### src/rtl/seg_frame_pkg.sv
// rtl/seg_frame_pkg.sv - segmented-frame geometry constants and writer state encoding
package seg_frame_pkg;

    localparam int NUM_STRIPS  = 8;
    localparam int STRIP_DEPTH = 6216;
    localparam int LAST_DEPTH  = 5772;
    localparam int ADDR_W      = 13;
    localparam int FRAME_BYTES = (NUM_STRIPS - 1) * STRIP_DEPTH + LAST_DEPTH;

    typedef enum logic [1:0] {
        ST_IDLE = 2'd0,
        ST_RECV = 2'd1,
        ST_DONE = 2'd2
    } state_t;

endpackage

### src/rtl/strip_addr_gen.sv
// rtl/strip_addr_gen.sv - strip/address walker over a segmented frame with terminal flags
module strip_addr_gen
    import seg_frame_pkg::*;
#(
    parameter int NUM_STRIPS  = seg_frame_pkg::NUM_STRIPS,
    parameter int STRIP_DEPTH = seg_frame_pkg::STRIP_DEPTH,
    parameter int LAST_DEPTH  = seg_frame_pkg::LAST_DEPTH,
    parameter int ADDR_W      = seg_frame_pkg::ADDR_W,
    localparam int STRIP_W    = $clog2(NUM_STRIPS)
) (
    input  logic               clk,
    input  logic               reset,
    input  logic               clear,
    input  logic               advance,
    output logic [STRIP_W-1:0] strip,
    output logic [ADDR_W-1:0]  addr,
    output logic               wrap,
    output logic               last_strip
);

    logic [ADDR_W-1:0] depth_m1;

    // Terminal flags: the last strip is shorter, so the wrap point depends on strip
    always_comb begin
        last_strip = (strip == STRIP_W'(NUM_STRIPS - 1));
        depth_m1   = last_strip ? ADDR_W'(LAST_DEPTH - 1) : ADDR_W'(STRIP_DEPTH - 1);
        wrap       = (addr == depth_m1);
    end

    // Position register: clear wins over advance; wrapping moves to the next strip
    always_ff @(posedge clk or negedge reset) begin
        if (!reset) begin
            strip <= '0;
            addr  <= '0;
        end else if (clear) begin
            strip <= '0;
            addr  <= '0;
        end else if (advance) begin
            if (wrap) begin
                addr  <= '0;
                strip <= last_strip ? '0 : strip + STRIP_W'(1);
            end else begin
                addr  <= addr + ADDR_W'(1);
            end
        end
    end

endmodule

### src/rtl/uart_bram_writer.sv
// rtl/uart_bram_writer.sv - writes a received UART byte stream into the strip BRAMs of a segmented frame
module uart_bram_writer
    import seg_frame_pkg::*;
#(
    parameter int NUM_STRIPS  = seg_frame_pkg::NUM_STRIPS,
    parameter int STRIP_DEPTH = seg_frame_pkg::STRIP_DEPTH,
    parameter int LAST_DEPTH  = seg_frame_pkg::LAST_DEPTH,
    parameter int ADDR_W      = seg_frame_pkg::ADDR_W
) (
    input  logic                  clk,
    input  logic                  reset,
    input  logic                  start,
    input  logic                  rx_valid,
    input  logic [7:0]            rx_data,
    output logic [NUM_STRIPS-1:0] bram_we,
    output logic [ADDR_W-1:0]     bram_addr,
    output logic [7:0]            bram_din,
    output logic [NUM_STRIPS-1:0] strip_done,
    output logic                  frame_done,
    output logic                  overrun,
    output logic [15:0]           byte_count
);

    localparam int STRIP_W = $clog2(NUM_STRIPS);

    state_t               state_q, state_d;
    logic [STRIP_W-1:0]   strip;
    logic [ADDR_W-1:0]    addr;
    logic                 wrap, last_strip;
    logic                 accept, late_byte;

    strip_addr_gen #(
        .NUM_STRIPS (NUM_STRIPS),
        .STRIP_DEPTH(STRIP_DEPTH),
        .LAST_DEPTH (LAST_DEPTH),
        .ADDR_W     (ADDR_W)
    ) u_addr_gen (
        .clk       (clk),
        .reset     (reset),
        .clear     (start),
        .advance   (accept),
        .strip     (strip),
        .addr      (addr),
        .wrap      (wrap),
        .last_strip(last_strip)
    );

    // State register
    always_ff @(posedge clk or negedge reset) begin
        if (!reset) state_q <= ST_IDLE;
        else        state_q <= state_d;
    end

    // Next state: start re-arms from anywhere; the final byte of strip 7 ends the frame
    always_comb begin
        state_d = state_q;
        case (state_q)
            ST_IDLE: if (start) state_d = ST_RECV;
            ST_RECV: begin
                if (start)                              state_d = ST_RECV;
                else if (accept && wrap && last_strip)  state_d = ST_DONE;
            end
            ST_DONE: if (start) state_d = ST_RECV;
            default: state_d = ST_IDLE;
        endcase
    end

    // Decode: a byte coinciding with start is dropped; bytes after the frame flag overrun
    always_comb begin
        accept    = (state_q == ST_RECV) && rx_valid && !start;
        late_byte = (state_q == ST_DONE) && rx_valid && !start;
    end

    // Write port: one-cycle enable, address/data hold between writes
    always_ff @(posedge clk or negedge reset) begin
        if (!reset) begin
            bram_we   <= '0;
            bram_addr <= '0;
            bram_din  <= '0;
        end else if (accept) begin
            bram_we   <= NUM_STRIPS'(1) << strip;
            bram_addr <= addr;
            bram_din  <= rx_data;
        end else begin
            bram_we   <= '0;
        end
    end

    // Progress and status flags, rising together with the write that completes them
    always_ff @(posedge clk or negedge reset) begin
        if (!reset) begin
            strip_done <= '0;
            frame_done <= 1'b0;
            overrun    <= 1'b0;
            byte_count <= '0;
        end else if (start) begin
            strip_done <= '0;
            frame_done <= 1'b0;
            overrun    <= 1'b0;
            byte_count <= '0;
        end else begin
            if (accept) begin
                byte_count <= byte_count + 16'd1;
                if (wrap) begin
                    strip_done[strip] <= 1'b1;
                    if (last_strip) frame_done <= 1'b1;
                end
            end
            if (late_byte) overrun <= 1'b1;
        end
    end

endmodule

### config.mk
export PLATFORM = sky130hd
export DESIGN_NAME = uart_bram_writer
export DESIGN_NICKNAME = d
export VERILOG_FILES = /design/src/rtl/seg_frame_pkg.sv /design/src/rtl/strip_addr_gen.sv /design/src/rtl/uart_bram_writer.sv
export SDC_FILE = /design/constraint.sdc
export NUM_CORES = 1
export LEC_CHECK = 0
export BUFFER_PORTS_ARGS = -buffer_cell sky130_fd_sc_hd__buf_2
export CORE_MARGIN = 2
export CORE_UTILIZATION = 50
export CTS_BUF_LIST = sky130_fd_sc_hd__clkbuf_16
export DETAILED_ROUTE_END_ITERATION = 10
export PLACE_DENSITY = 0.73
export RECOVER_POWER = 25
export SLEW_MARGIN = 25
export SYNTH_ARGS = -nofsm -noshare
export SYNTH_HDL_FRONTEND = slang
export SYNTH_SLANG_ARGS = --single-unit
### constraint.sdc
create_clock -name clk -period 7 [get_ports clk]
set_clock_uncertainty 0.1 [all_clocks]
set_input_delay 0 -clock clk [delete_from_list [all_inputs] [get_ports clk]]
set_output_delay 0 -clock clk [all_outputs]
set_load 0.005 [all_outputs]
==> reports/results.md, run 1 <==
## Run status
- **outcome** finished, violations left
- **violations in the final reports** max-capacitance violations, max-slew violations

## Global route
- **GRT overflow** 0
- **initial antenna violation count** 0
- **global-route wire length before repair** 11900 µm
- **global router's overall resource usage** 0.205
- **number of global-route vias before repair** 2498
- **largest net degree at the start of global routing** 74

## Clocking
- **Clock Tree Buf Depth** 2
- **clock tree from TritonCTS** built
- **number of sinks on the clock net** 73
- **number of H-tree branching levels** 3
- **clk_lat worst skew** 0.33 ns
- **cell at the root of the clock tree** sky130_fd_sc_hd__clkbuf_16
- **total clock buffers created by CTS** 9
- **clock-pin slew of the registers on the worst-case setup and hold paths** 0.05 ns

## Floorplan
- **area of the placeable core** 0.00646 mm²
- **vertical die dimension** 86.2 µm
- **area enclosed by the die boundary** 0.00744 mm²
- **number of placement rows** 29
- **Initial Util** 0.523
- **IO Pins** 67
- **die width** 86.2 µm

## Synthesis
- **net count after synthesis** 333
- **number of standard cells after synthesis** 313
- **Cell Area, Synth** 0.00338 mm²
- **fraction of post-synthesis cell area in the top cell type by area** 0.540
- **top post-synthesis cells by area** sky130_fd_sc_hd__dfrtp_1 (54%), sky130_fd_sc_hd__mux2_2 (7.3%), sky130_fd_sc_hd__ha_1 (3.0%), sky130_fd_sc_hd__nand2_1 (2.9%), sky130_fd_sc_hd__a22o_1 (2.3%)
- **Yosys reg bits** 73
- **dominant cell type by area after synthesis** sky130_fd_sc_hd__dfrtp_1
- **share of synthesized registers carrying an async set or reset** 1.00
- **synthesized area divided by synthesized cell count** 10.8 µm²
- **most instantiated library cell after synthesis** sky130_fd_sc_hd__dfrtp_1
- **number of flops mapped to enable cells by yosys** 0
- **Warnings, synthesis** 0
- **Primary FF master, synth** sky130_fd_sc_hd__dfrtp_1
- **top cells by count, synth** sky130_fd_sc_hd__dfrtp_1 (73), sky130_fd_sc_hd__nand2_1 (26), sky130_fd_sc_hd__mux2_2 (22), sky130_fd_sc_hd__nor2_1 (19), sky130_fd_sc_hd__clkbuf_1 (17)
- **distinct cell type count after synthesis** 45
- **sequential cell area fraction in the yosys report** 0.540

## Setup path
- **element type at the critical path end** async pin
- **Worst Setup Start Kind** input pin
- **destination of the worst register-to-register timing path** u_addr_gen.strip[2]$_DFFE_PN0P_
- **cells on worst reg2reg path** 6
- **data arrival time of the critical path** 3.35 ns
- **flop2flop setup slack** 3.69 ns
- **startpoint of the worst register-to-register path** u_addr_gen.strip[0]$_DFFE_PN0P_
- **required time at the worst-slack endpoint** 6.88 ns
- **Crit Path Class** input pin to async pin
- **top fanout value on the critical path** 44

## STA
- **final total negative setup slack** 0 ns
- **tightest slew margin relative to the limit** -0.481
- **setup repair after global routing missed its margin** false
- **minimum period implied by the final worst setup slack** 3.48 ns
- **number of endpoints with negative hold slack in the final report** 0
- **count of final setup violators** 0
- **achievable frequency** 288 MHz
- **final worst path period share** 0.496
- **transition time at the pin with the least slew margin** 2.22 ns
- **Final Max Slew Viols** 76

## Place
- **count of placed standard cells including taps** 437
- **HPWL after detailed placement** 4430 µm
- **final weighted congestion of routability-driven global placement** 0.896
- **Port Buffers** 66

## Layout
- **synthesis-to-layout area growth** 23.5%
- **final design utilization** 0.646
- **fraction of layout instances using a drive strength above 1** 0.275
- **antenna cell count** 0
- **final std cells w/o fill** 463
- **NumNets Final** 402

## Power and ir drop
- **worst vdd rail ir drop** 0.177 mV
- **reported leakage power** 2.02 nW
- **PD cells** 242 mW/mm²

## Drt
- **DR vias/cell** 5.66
- **vias after detailed routing** 2619
- **violation count after the first detailed-routing iteration** 182
- **average detailed-routed wire length per instance** 15.5 µm
- **number of remaining DRC errors** 0
- **detailed-route wire length** 7160 µm
- **final antenna-violating net count** 0
- **Pre-antenna DRT Iters** 5

## Run
- **Maximum Capacitance Violations** 2

## Worst hold path
- **type of the worst min-delay path** input pin to register
- **Hold EP** u_addr_gen.addr[5]$_DFFE_PN0P_
- **Min-Delay Path Depth** 2
- **hold wc startpoint** start

-- cells in the final DEF, fill, tap and decap left out, types with 4 or more instances in the layout --
cell type and count:
sky130_fd_sc_hd__dfrtp_1 73, sky130_fd_sc_hd__buf_2 64, sky130_fd_sc_hd__nand2_1 26, sky130_fd_sc_hd__mux2_2 22
sky130_fd_sc_hd__nor2_1 18, sky130_fd_sc_hd__a21oi_1 13, sky130_fd_sc_hd__inv_1 11, sky130_fd_sc_hd__nand3_1 11
sky130_fd_sc_hd__dlygate4sd3_1 10, sky130_fd_sc_hd__a22o_1 9, sky130_fd_sc_hd__o21ai_0 9, sky130_fd_sc_hd__xor2_1 9
sky130_fd_sc_hd__clkbuf_16 9, sky130_fd_sc_hd__and3_1 8, sky130_fd_sc_hd__nand4_1 8, sky130_fd_sc_hd__ha_1 8
sky130_fd_sc_hd__nor3_1 7, sky130_fd_sc_hd__and2_1 7, sky130_fd_sc_hd__or3_1 7, sky130_fd_sc_hd__a31oi_1 6
sky130_fd_sc_hd__or4_1 5, sky130_fd_sc_hd__o211ai_1 4
-- logic make-up after synthesis --
family          after synthesis  synth area share
simple gates                112             0.180
fa+ha+maj                     8            0.0296
compound gates               53             0.105
mux                          24            0.0792
buf+inv                      31            0.0352
flops                        73             0.540
xor+xnor                     12            0.0311
-- sequential cells by signal, summed over array words and instances, names as in the netlist --
signal,flops
frame_done,1
u_addr_gen.addr,13
strip_done,8
byte_count,16
u_addr_gen.strip,3
bram_addr,13
state_q,2
overrun,1
bram_din,8
bram_we,8
-- stage by stage --
| step | worst slack, ns | hold slack, ns | area, µm² | total power [mW] |
|---|---|---|---|---|
| floorplan | 4.53 | -0.396 | 3380 | 0.471 |
| global placement | 3.80 | 0.0826 | 3740 | 0.497 |
| detailed placement | 3.71 | 0.0936 | 3740 | 0.499 |
| CTS | 3.68 | 0.150 | 4180 | 1.02 |
| global route | 2.65 | 0.203 | 4170 | 1.04 |
| finish | 3.52 | 0.148 | 4170 | 1.01 |
-- what timing repair did --
item,CTS,global route
gates resized for setup,0,0
endpoints found under the hold margin,82,0
hold buffers,10,0
setup buffers,0,0
-- how the worst max path moves through the flow --
stage / slack, ns / depth (start not counted) / startpoint / to
3_5_place_dp: 3.71 / 6 / u_addr_gen.strip[0]$_DFFE_PN0P_ / u_addr_gen.strip[2]$_DFFE_PN0P_
5_1_grt: 2.65 / 3 / reset / u_addr_gen.addr[12]$_DFFE_PN0P_
6_report: 3.52 / 3 / reset / bram_din[0]$_DFFE_PN0P_
3_3_place_gp: 3.80 / 6 / u_addr_gen.strip[0]$_DFFE_PN0P_ / u_addr_gen.strip[2]$_DFFE_PN0P_
4_1_cts: 3.68 / 6 / u_addr_gen.strip[0]$_DFFE_PN0P_ / u_addr_gen.strip[2]$_DFFE_PN0P_
2_1_floorplan: 4.53 / 7 / u_addr_gen.strip[0]$_DFFE_PN0P_ / u_addr_gen.strip[0]$_DFFE_PN0P_
-- power by group --
group          switching, mW  internal (mW)  total [mW]
Combinational         0.0304         0.0245      0.0549
Sequential           0.00735          0.433       0.440
Clock                  0.171          0.345       0.516
-- metal layers --
metal	global-route usage	wire length, µm	vias up
li1	-	-	1266
met1	0.282	3390	1255
met2	0.319	3270	82
met3	0.0352	344	16
met4	0.0980	152	0
met5	0	0	-
-- critical path, cell delays in order --
cell                            delay [ns]
sky130_fd_sc_hd__dlygate4sd3_1        0.52
sky130_fd_sc_hd__clkbuf_1             1.14
sky130_fd_sc_hd__clkbuf_1             1.68
-- final cells by class --
class / instances / area, µm²
Sequential cell: 73 / 1830
Tap cell: 77 / 96.3
Clock inverter: 6 / 108
Inverter: 11 / 41.3
Clock buffer: 9 / 225
Timing Repair Buffer: 78 / 439
Fill cell: 523 / 2280
Multi-Input combinational cell: 209 / 1440
(Power assumes the default switching activity.)
==> run 2: changes to the inputs <==
==> constraint.sdc (replaced) <==
create_clock -name clk -period 3.3 [get_ports clk]
set_clock_uncertainty 0.1 [all_clocks]
set_input_delay 0 -clock clk [delete_from_list [all_inputs] [get_ports clk]]
set_output_delay 0 -clock clk [all_outputs]
set_load 0.005 [all_outputs]
==> run 2 against run 1 <==
  * The run now ends clean
  * Final cell count grew 0.43%
  * Global-route usage increased by 0.22 points
  * Register-to-register slack got worse by 3.2 ns
  * Clock power grew 120%
  * Critical path depth up 4
  * Combinational power up 110%
  * Power is 110% higher
  * Critical path type is now register to register
  * Highest routed layer unchanged
==> reports/results.md, run 2 (synthesis results as in run 1) <==
## Clocking
- **Clock Tree Buf Depth** 2, unchanged
- **clk_lat worst skew** 0.33 ns, about the same
- **cell at the root of the clock tree** sky130_fd_sc_hd__clkbuf_16, unchanged
- **clock tree from TritonCTS** built, unchanged
- **clock-pin slew of the registers on the worst-case setup and hold paths** 0.06 ns, was 0.05 ns
- **number of sinks on the clock net** 73, unchanged
- **total of cells resized after clock tree synthesis** 0, unchanged
- **total clock buffers created by CTS** 9, unchanged
- **number of H-tree branching levels** 3, unchanged

## Floorplan
- **area of the placeable core** 0.00646 mm², unchanged
- **die width** 86.2 µm, unchanged
- **IO Pins** 67, unchanged
- **Initial Util** 0.523, unchanged
- **number of placement rows** 29, unchanged
- **vertical die dimension** 86.2 µm, unchanged
- **area enclosed by the die boundary** 0.00744 mm², unchanged

## Layout
- **number of flip-flops under the largest register name** 16, unchanged
- **NumNets Final** 403, was 402
- **largest registers ranked by flip-flop count** byte_count: 16 flops, bram_addr: 13 flops, u_addr_gen.addr: 13 flops, unchanged
- **antenna cell count** 0, unchanged
- **synthesis-to-layout area growth** 24.1%, was 23.5%
- **fraction of layout instances using a drive strength above 1** 0.281, was 0.275
- **final design utilization** 0.650, was 0.646
- **commonest non-fill, non-tap cells in the layout** sky130_fd_sc_hd__dfrtp_1 (73), sky130_fd_sc_hd__buf_2 (65), sky130_fd_sc_hd__nand2_1 (26), was sky130_fd_sc_hd__dfrtp_1 (73), sky130_fd_sc_hd__buf_2 (64), sky130_fd_sc_hd__nand2_1 (26)
- **Biggest register** byte_count, unchanged
- **fill cell total of the finished layout** 514, was 523
- **final std cells w/o fill** 465, was 463
- **most common library cell in the layout ignoring fill and taps** sky130_fd_sc_hd__dfrtp_1, unchanged

## Drt
- **DR vias/cell** 5.69, was 5.66
- **violation count after the first detailed-routing iteration** 175, was 182
- **final antenna-violating net count** 0, unchanged
- **number of remaining DRC errors** 0, unchanged
- **average detailed-routed wire length per instance** 15.1 µm, was 15.5 µm
- **Pre-antenna DRT Iters** 4, was 5
- **detailed-route wire length** 7020 µm, was 7160 µm
- **vias after detailed routing** 2648, was 2619

## Run
- **Maximum Capacitance Violations** 0, was 2

## Setup path
- **element type at the critical path end** register, was async pin
- **crit path buf inv count** 1, was 3
- **flop2flop setup slack** 0.53 ns, was 3.69 ns
- **Crit path largest cell delay** 0.52 ns, was 1.68 ns
- **top fanout value on the critical path** 13, was 44
- **destination of the worst register-to-register timing path** u_addr_gen.strip[0]$_DFFE_PN0P_, was u_addr_gen.strip[2]$_DFFE_PN0P_
- **ordered list of cells on the worst path** ha_1 -> ha_1 -> or3b_1 -> a221o_1 -> nor3_2 -> buf_4 -> mux2i_1, was dlygate4sd3_1 -> clkbuf_1 -> clkbuf_1
- **Crit Path Class** register to register, was input pin to async pin
- **required time at the worst-slack endpoint** 3.46 ns, was 6.88 ns
- **startpoint of the worst register-to-register path** u_addr_gen.strip[0]$_DFFE_PN0P_, unchanged
- **data arrival time of the critical path** 2.93 ns, was 3.35 ns
- **cell with the most instances on the worst path** sky130_fd_sc_hd__ha_1, was sky130_fd_sc_hd__clkbuf_1
- **worst setup path start** u_addr_gen.strip[0]$_DFFE_PN0P_, was reset
- **cells on worst reg2reg path** 7, was 6
- **critical path's slowest cell** sky130_fd_sc_hd__a221o_1, was sky130_fd_sc_hd__clkbuf_1
- **cell family contributing the most delay on the critical path** simple AND/OR/NAND/NOR gates, was buffers and inverters
- **Worst Setup Start Kind** register, was input pin

## STA
- **count of final setup violators** 0, unchanged
- **tightest slew margin relative to the limit** 0.0486, was -0.481
- **minimum period implied by the final worst setup slack** 2.77 ns
- **achievable frequency** 360 MHz
- **setup repair after global routing missed its margin** false, unchanged
- **final worst path period share** 0.841
- **final total negative setup slack** 0 ns, unchanged
- **number of endpoints with negative hold slack in the final report** 0, unchanged
- **transition time at the pin with the least slew margin** 1.43 ns, was 2.22 ns
- **Final Max Slew Viols** 0, was 76
- **minimum hold slack** 0.139 ns, was 0.148 ns

## Place
- **HPWL after detailed placement** 4520 µm, was 4430 µm
- **count of placed standard cells including taps** 438, was 437
- **Port Buffers** 66, unchanged
- **final weighted congestion of routability-driven global placement** 0.833, was 0.896

## Power and ir drop
- **power spent charging and discharging nets** 0.454 mW, was 0.209 mW
- **PD cells** 515 mW/mm², was 242 mW/mm²
- **proportion of total power due to net switching** 0.210, was 0.207
- **reported leakage power** 2.04 nW, was 2.02 nW
- **Total Power** 2.16 mW, was 1.01 mW
- **portion of total power attributed to sequential cells** 0.432, was 0.436
- **relative contribution of the clock network to total power** 0.515, was 0.510
- **Internal Power** 1.71 mW, was 0.802 mW
- **worst vdd rail ir drop** 0.341 mV, was 0.177 mV
- **combinational cell fraction of total power** 0.054, about the same

## Worst hold path
- **hold wc startpoint** start, unchanged
- **type of the worst min-delay path** input pin to register, unchanged
- **Min-Delay Path Depth** 2, unchanged
- **Hold EP** byte_count[0]$_DFFE_PN0P_, was u_addr_gen.addr[5]$_DFFE_PN0P_

## Global route
- **largest net degree at the start of global routing** 74, unchanged
- **initial antenna violation count** 0, unchanged
- **GRT overflow** 0, unchanged
- **number of global-route vias before repair** 2591, was 2498
- **global-route wire length before repair** 12000 µm, was 11900 µm
- **global router's overall resource usage** 0.207, was 0.205

## Run status
- **outcome** finished clean, was finished, violations left

## run 2: worst max path at each step
stage | end | slack, ns | cells after the start
detailed placement | u_addr_gen.strip[0]$_DFFE_PN0P_ | 0.57 | 7
floorplan | u_addr_gen.strip[0]$_DFFE_PN0P_ | 0.83 | 7
global placement | u_addr_gen.strip[0]$_DFFE_PN0P_ | 0.66 | 7
finish | u_addr_gen.strip[0]$_DFFE_PN0P_ | 0.53 | 7
CTS | u_addr_gen.strip[0]$_DFFE_PN0P_ | 0.56 | 7
global route | bram_addr[9]$_DFFE_PN0P_ | 0.30 | 3
## run 2: worst register-to-register path: cells and delay by family (launching register included)
| kind | cells | cell delay [ns] |
|---|---|---|
| flip-flops | 1 | 0.48 |
| AND/OR/NAND/NOR | 2 | 0.64 |
| buffers and inverters | 1 | 0.24 |
| AO/OA/AOI/OAI | 1 | 0.52 |
| multiplexers | 1 | 0.20 |
| adder cells (fa/ha/maj) | 2 | 0.53 |
## run 2: what timing repair did
action,CTS,global route
hold endpoints to repair,82,0
hold buffers,10,0
setup buffers,0,0
## run 2: power by group through the flow
| stage | registers [mW] | logic [mW] | clock network [mW] |
|---|---|---|---|
| after CTS | 0.933 | 0.119 | 1.13 |
| after floorplan | 0.950 | 0.0503 | 0 |
| final | 0.933 | 0.116 | 1.11 |
| after global routing | 0.937 | 0.130 | 1.17 |
| after detailed placement | 0.949 | 0.109 | 0 |
| after global placement | 0.948 | 0.107 | 0 |
## run 2: stage by stage
step                setup slack [ns]  area, µm²
finish                         0.526       4200
global route                   0.304       4200
CTS                            0.556       4190
detailed placement             0.572       3750
global placement               0.661       3750
floorplan                      0.833       3380
## run 2: area by class of cell
class                   count  area, µm²  share of cell area
flip-flops and latches     73       1830               0.435
inverters                  11       41.3             0.00984
clock buffers               9        225              0.0537
clock inverters             7        119              0.0283
multi-input cells         209       1440               0.343
repair buffers             79        449               0.107
well taps                  77       96.3              0.0230
## run 2: per-layer routing
| metal | part of all wire | GRT usage | wire, µm |
|---|---|---|---|
| met1 | 0.45 | 0.276 | 3160 |
| met5 | 0 | 0 | 0 |
| met2 | 0.47 | 0.327 | 3270 |
| met4 | 0.021 | 0.0824 | 150 |
| met3 | 0.063 | 0.0552 | 445 |
